--- config.mk ---
export PLATFORM = sky130hd
export DESIGN_NAME = random_word_source
export DESIGN_NICKNAME = d
export VERILOG_FILES = /design/src/rtl/random_word_source.sv
export SDC_FILE = /design/constraint.sdc
export NUM_CORES = 1
export LEC_CHECK = 0
export ABC_AREA = 1
export CELL_PAD_IN_SITES_DETAIL_PLACEMENT = 2
export CELL_PAD_IN_SITES_GLOBAL_PLACEMENT = 2
export CORE_MARGIN = 5
export CORE_UTILIZATION = 31
export CTS_CLUSTER_DIAMETER = 50
export DETAILED_ROUTE_END_ITERATION = 8
export PLACE_DENSITY = 0.88
export SLEW_MARGIN = 20
export SYNTH_ARGS = -nofsm -noshare
export SYNTH_HDL_FRONTEND = slang
export SYNTH_SLANG_ARGS = --single-unit
--- constraint.sdc ---
create_clock -name CLK -period 3.8 [get_ports CLK]
set_clock_uncertainty 0.2 [all_clocks]
set_input_delay 0.57 -clock CLK [delete_from_list [all_inputs] [get_ports CLK]]
set_output_delay 0.57 -clock CLK [all_outputs]
set_load 0.02 [all_outputs]
--- src/rtl/random_word_source.sv ---
// random_word_source
//   Delivers 16-bit pseudo-random words from a maximal-length Fibonacci LFSR
//   (x^16 + x^14 + x^13 + x^11 + 1, period 65535) behind a req/valid/ack
//   handshake. Each request advances the LFSR STEPS_PER_WORD times, then the
//   resulting value is presented on randomNumber and held until acknowledged.
//
// Optional feature macro: RANDOM_WORD_FREE_RUN_EN
//   When defined, the LFSR also steps once per cycle in IDLE and HOLD, so the
//   delivered word depends on request timing. randomNumber still only updates
//   when a generation completes. Undefined (default): LFSR steps only in GEN.
//
// Ports:
//   CLK          in   system clock, all state on rising edge
//   RST          in   synchronous active-high reset
//   seedLoad     in   load seedValue into the LFSR (zero replaced by SEED)
//   seedValue    in   16-bit seed
//   req          in   request a new word (sampled in IDLE only)
//   ack          in   word consumed (sampled in HOLD only)
//   randomNumber out  delivered word, registered
//   randomValid  out  high while randomNumber is fresh and unacknowledged
//   busy         out  high while generating

module random_word_source #(
    parameter logic [15:0] SEED           = 16'hACE1,
    parameter int unsigned STEPS_PER_WORD = 16
) (
    input  logic        CLK,
    input  logic        RST,
    input  logic        seedLoad,
    input  logic [15:0] seedValue,
    input  logic        req,
    input  logic        ack,
    output logic [15:0] randomNumber,
    output logic        randomValid,
    output logic        busy
);

    localparam logic [1:0] IDLE = 2'd0;
    localparam logic [1:0] GEN  = 2'd1;
    localparam logic [1:0] HOLD = 2'd2;

    // Count runs STEPS_PER_WORD-1 down to 0, so GEN lasts exactly STEPS_PER_WORD cycles.
    localparam logic [7:0] COUNT_INIT = 8'(STEPS_PER_WORD - 1);

    logic [1:0]  stateQ, stateD;
    logic [15:0] lfsrQ, lfsrD;
    logic [7:0]  countQ, countD;
    logic [15:0] numberQ, numberD;
    logic        validQ, validD;
    logic        busyQ, busyD;
    logic [15:0] lfsrNext;

    assign lfsrNext = {lfsrQ[14:0], lfsrQ[15] ^ lfsrQ[13] ^ lfsrQ[12] ^ lfsrQ[10]};

    always_comb begin
        stateD  = stateQ;
        lfsrD   = lfsrQ;
        countD  = countQ;
        numberD = numberQ;
        validD  = validQ;
        busyD   = busyQ;

        if (seedLoad) begin
            // A zero seed would lock the LFSR, so fall back to the reset seed.
            lfsrD  = (seedValue == 16'h0000) ? SEED : seedValue;
            stateD = IDLE;
            validD = 1'b0;
            busyD  = 1'b0;
        end else begin
            case (stateQ)
                IDLE: begin
`ifdef RANDOM_WORD_FREE_RUN_EN
                    lfsrD = lfsrNext;
`endif
                    if (req) begin
                        stateD = GEN;
                        countD = COUNT_INIT;
                        busyD  = 1'b1;
                    end
                end
                GEN: begin
                    lfsrD = lfsrNext;
                    if (countQ == 8'd0) begin
                        numberD = lfsrNext;
                        validD  = 1'b1;
                        busyD   = 1'b0;
                        stateD  = HOLD;
                    end else begin
                        countD = countQ - 8'd1;
                    end
                end
                HOLD: begin
`ifdef RANDOM_WORD_FREE_RUN_EN
                    lfsrD = lfsrNext;
`endif
                    // req is deliberately ignored here, even alongside ack.
                    if (ack) begin
                        validD = 1'b0;
                        stateD = IDLE;
                    end
                end
                default: begin
                    stateD = IDLE;
                    validD = 1'b0;
                    busyD  = 1'b0;
                end
            endcase
        end
    end

    always_ff @(posedge CLK) begin
        if (RST) begin
            stateQ  <= IDLE;
            lfsrQ   <= SEED;
            countQ  <= 8'd0;
            numberQ <= 16'h0000;
            validQ  <= 1'b0;
            busyQ   <= 1'b0;
        end else begin
            stateQ  <= stateD;
            lfsrQ   <= lfsrD;
            countQ  <= countD;
            numberQ <= numberD;
            validQ  <= validD;
            busyQ   <= busyD;
        end
    end

    assign randomNumber = numberQ;
    assign randomValid  = validQ;
    assign busy         = busyQ;

endmodule
After elaboration in Yosys (flattened, before gate mapping):

Cells that the tools add are included.

* register bits: 44
* word-level logic and storage cells: 46
* output and inout bits: 18
* bits of input ports: 21

* multiplexer cells: 16
* equal/unequal tests: 6
* bitwise logic cells: 6
* $add $sub $neg: 1
* reductions and logical operators: 11

Operators with widths (count)
* two-way mux 16 bit: 3
* zero test 16 bit: 1
* two-way mux 8 bit: 2
* one-hot mux 8 bit (2 select lines): 1
* AND reduction 3 bit: 4
* zero test 8 bit: 1
* != test 2 bit (second input constant): 4
* subtractor 8 x 1 -> 8 bit (second input constant): 1
* two-way mux 2 bit: 3
* one-hot mux 1 bit (3 select lines): 2
* one-hot mux 2 bit (3 select lines): 1
* two-way mux 1 bit: 4
* AND reduction 4 bit: 1
* nonzero test 2 bit: 2
* inverter 1 bit: 3
* bitwise XOR 1 bit: 3
* == test 2 x 1 -> 1 bit (second input constant): 1
* == test 2 bit (second input constant): 1
* zero test 2 bit: 1
* OR reduction 2 bit: 1

Longest topological paths before layout:

* depth in word-level cells: 5
* mapped depth: 10
* mapped depth without buffers: 10

Worst setup path before layout:

No wires, ideal clock.

* kind: register to register
* start: reg countQ[0]
* end: reg numberQ[0] (netlist: randomNumber[0])
* path buffers: 1
* setup time: 133 ps
* arrival time: 1382 ps
* slack: 2085 ps
* period minus slack after synthesis: 1715 ps
* required time: 3467 ps
* stages on the path, launching flop included: 11
* cell sequence: dfxtp_1 inv_1 ha_1 nand3_1 nor2_4 nand2_4 nor2_8 inv_2 buf_6 nand2_1 a21oi_2

* longest elaborated chain between the ends: 2

Ends and longest elaborated chain
* start: declaration: line 47 `logic [7:0] countQ, countD;`
* start signal: assignment: line 122 `countQ <= countD;`
* zero test 8 bit: line 83 `if (countQ == 8'd0) begin`
* AND reduction 3 bit (no line)
* end signal: assignment: line 123 `numberQ <= numberD;`
* end: declaration: line 48 `logic [15:0] numberQ, numberD;`

Every way passes these cells.
A chain may end at the register's enable or synchronous reset.

Final worst setup path:

* start: in seedLoad
* end: reg countQ[6]

* longest elaborated chain between the ends: 2

Ends and longest elaborated chain
* start: declaration: line 29 `input logic seedLoad,`
* inverter 1 bit (no line)
* AND reduction 4 bit (no line)

Every way passes these cells.

==> metrics list <==
- Post-synthesis compound-gate area fraction: 16.2%
- A synthesized cell averages 7.36 um2.
- For this block, the via count after detailed routing is 2122.
- Quantity of I/O buffers inserted on ports: 38
- 39 I/O pins were placed.
- The biggest area contributor in the post-synthesis netlist is sky130_fd_sc_hd__dfxtp_1.
- Sum of overflow across all layers after global routing: 0
- Fraction of final layout cells sized beyond drive strength 1: 15.8%
- The startpoint identified for the worst register-to-register timing path is countQ[0].
* Unrepaired setup endpoints after global routing: false
* Post-synthesis instance area: 2160 um2
- Global routing consumed, over all layers together, 17.6% of the routing resources.
* Largest voltage drop on the vdd net: 0.000146 V
* Worst reg2reg path endpoint: randomNumber[15]
* Die area: 8750 um2
* Transition time at the pin with the least slew margin: 0.628 ns
- The number of nets handed over by synthesis was 317.
* Source-to-sink clock delay at the later pin of the worst-skew pair: 0.31 ns
* Number of register bits inferred by synthesis: 44
- The run finished with clean final reports.
* Die H: 93.6 um
- On the critical path, the stage with the largest delay is an instance of sky130_fd_sc_hd__clkdlybuf4s50_1.
* Antenna violations before repair: 0
* Pin count of the biggest net entering global routing: 29
- Wire per inst: 17.1 um
* Hold violation count in the final report: 0
* Max-slew violation count: 0
* Top cell type's share of synthesized area: 40.7%
- Once detail routing completed, the nets flagged for antenna violations numbered 0.
- Net count of the finished layout: 351
- The number of different library cells used by synthesis comes to 30.
* Initial DRT Pass Iterations: 4
- In the routed design, unresolved DRC markers number 0.
- For this design the static power due to leakage is 1.11 nW.
- Startpoint-to-endpoint class of the critical path: input port to flip-flop
* Share of synthesized cell area in and, or, nand and nor gates: 33.3%
- Clock-pin slew on the worst setup and hold paths: 0.09 ns
- Slew headroom: 58.0%
- The final critical path takes up 69.6% of the cycle.
- Number of placement rows: 30
* Final instance count without filler cells: 425
- Wire length of the first global-routing pass: 12.1 mm
- Main combinational cell family by area after synthesis: simple AND/OR/NAND/NOR gates
- Die extent in x: 93.6 um
* Worst hold path depth: 2
* Initial core utilization: 31.9%
- For the worst setup path, the data required time is 3.79 ns.
* Cells after synthesis: 294
- For this design the ratio of total power to cell area is 434 nW/um2.
* Number of buffers inserted by post-CTS setup repair: 0
- The number of clock buffers added by TritonCTS is 5.
- The clock passes through at most 2 buffers.
- Multiplexer fraction of the synthesized cell area: 0%
- For this run, asynchronously set or reset flops after synthesis account for 0%.
- Seq/Total Area, Yosys: 40.7%
- For this block, the routed nets add up to 7.28 mm of wire.
- After clock tree synthesis, the repair step resized 0 gates.
- The number of placed instances, taps included, is 417.
- Number of clock sinks: 44
* Hold Path Class: flip-flop to flip-flop
- Xor and xnor fraction of the mapped netlist area: 1.21%
* Maximum single-stage delay on the critical path: 0.73 ns
* Initial DRC Count: 122
* Timing-limited maximum frequency: 378 MHz
- Endpoint class of the critical path: flip-flop
* Root Buffer: sky130_fd_sc_hd__clkbuf_8
- Summing the areas of all fa, ha and maj instances in the mapped netlist gives 1.16% of the synthesized area.
* Setup slack of the most critical reg-to-reg path: 1.60 ns
* Count of warnings emitted by yosys: 0
- Total half-perimeter wirelength after legalization and detailed placement: 5.06 mm
- STA puts the critical path data arrival time at 2.64 ns.
- The number of antenna diodes in the final layout is 0.
- The number of global-route vias before repair is 2338.
* CP Cell Sequence: clkdlybuf4s50_1, inv_2, nand2_1, nor2_1, nand2_4, inv_2, nor2_1, nor2_1, nor2_1
* Start point of the worst min-delay path: busy
* Area Overhead vs Synth: 27.9%
- The worst setup path is launched from an input port.
- The most numerous cell type found on the critical path is sky130_fd_sc_hd__nor2_1.
* Last weighted congestion value of the routability-driven placer: 0.774
* Minimum clock period after layout: 2.64 ns
* Ratio of routed vias to standard cells: 4.99
- Along the worst path, the maximum fanout reaches 28.
* End point of the worst hold path: busy
- Setup violations remaining at the end of the flow were counted as 0.
- EDFF count, synth: 0
* TritonCTS clock tree: yes
- The H-tree was split into 2 levels.
- By area the synthesized netlist is led by sky130_fd_sc_hd__dfxtp_1 41%, sky130_fd_sc_hd__nand2_1 9.7%, sky130_fd_sc_hd__nor2_1 6.6%.
- Most frequently used flop master after synthesis: sky130_fd_sc_hd__dfxtp_1
- After routing, the total negative slack on setup checks comes to 0 ns.
- Max-cap violations: 0
- Placeable core area: 6790 um2
- Counting cells, the worst reg-to-reg path comes to 9.
- Buffers inserted to repair hold after CTS numbered 0.
## critical path, delay by kind of cell
family,cells,cell delay (ns)
buf+inv,3,1.40
simple gates,6,0.65
## synth_stat cells (6+ instances only)
cell and n:
sky130_fd_sc_hd__nand2_1 56, sky130_fd_sc_hd__a31oi_1 13, sky130_fd_sc_hd__inv_1 21, sky130_fd_sc_hd__clkbuf_1 6, sky130_fd_sc_hd__dfxtp_1 44, sky130_fd_sc_hd__a21oi_1 10, sky130_fd_sc_hd__nor2_1 38, sky130_fd_sc_hd__nor2_2 9
sky130_fd_sc_hd__nand2_2 10, sky130_fd_sc_hd__a21oi_2 8, sky130_fd_sc_hd__nand3_1 23, sky130_fd_sc_hd__o21ai_0 15
## sequential cells by signal (all words and copies together) (netlist names)
name / count
randomNumber: 16
lfsrQ: 16
randomValid: 1
stateQ: 2
busy: 1
countQ: 8
## how the worst max path moves through the flow
stage                         start              end  slack (ns)
after CTS                  seedLoad        countQ[6]        1.14
final                      seedLoad        countQ[6]        1.16
after floorplan           countQ[0]  randomNumber[0]        2.08
after global placement     seedLoad        countQ[7]        0.95
after detailed placement   seedLoad        countQ[6]        0.86
after global routing       seedLoad        countQ[6]        0.88
## placed cells by master (no fill, tap or decap), drive strengths merged
master / count
nand2: 68
nor2: 51
dfxtp: 44
clkdlybuf4s50: 38
inv: 26
nand3: 23
a21oi: 18
o21ai: 17
a31oi: 13
nor3: 5
clkbuf: 5
o221a: 3
o211ai: 3
bufinv: 3
xor2: 2
or2: 2
nand4: 2
ha: 2
xnor2: 1
nand3b: 1
a211oi: 1
buf: 1
## final cells by class
cell class | instances | area, um2
Clock buffer | 5 | 68.8
Clock inverter | 3 | 90.1
Fill cell | 783 | 4030
Inverter | 26 | 97.6
Multi-Input combinational cell | 212 | 1120
Sequential cell | 44 | 881
Tap cell | 96 | 120
Timing Repair Buffer | 39 | 388
## routing by layer
metal  global-route usage, %  up-vias  wire, um
met3                    2.41       13       294
li1                        -     1038         -
met4                    5.54        0       145
met5                       0        -         0
met1                    21.4     1025      3190
met2                    31.7       46      3650
## cell families after synthesis
logic type / Yosys count
simple gates: 152
compound gates: 55
flops: 44
buf+inv: 38
xor+xnor: 3
fa+ha+maj: 2
## stage by stage
stage | util [%] | total power [mW] | setup slack, ns | area, um2 | hold WS [ns]
finish | 40.7 | 1.20 | 1.16 | 2770 | 0.273
global route | 40.7 | 1.25 | 0.883 | 2770 | 0.299
CTS | 40.7 | 1.21 | 1.14 | 2770 | 0.276
detailed placement | 38.4 | 0.700 | 0.858 | 2610 | 0.263
global placement | 38.4 | 0.691 | 0.951 | 2610 | 0.261
floorplan | - | 0.630 | 2.08 | 2160 | 0.258
## power by group
group          total (mW)  internal [mW]  switching [mW]
clock               0.506          0.329           0.177
sequential          0.511          0.485          0.0259
combinational       0.184         0.0727           0.112
No activity file was read; power rests on OpenSTA's default activity.
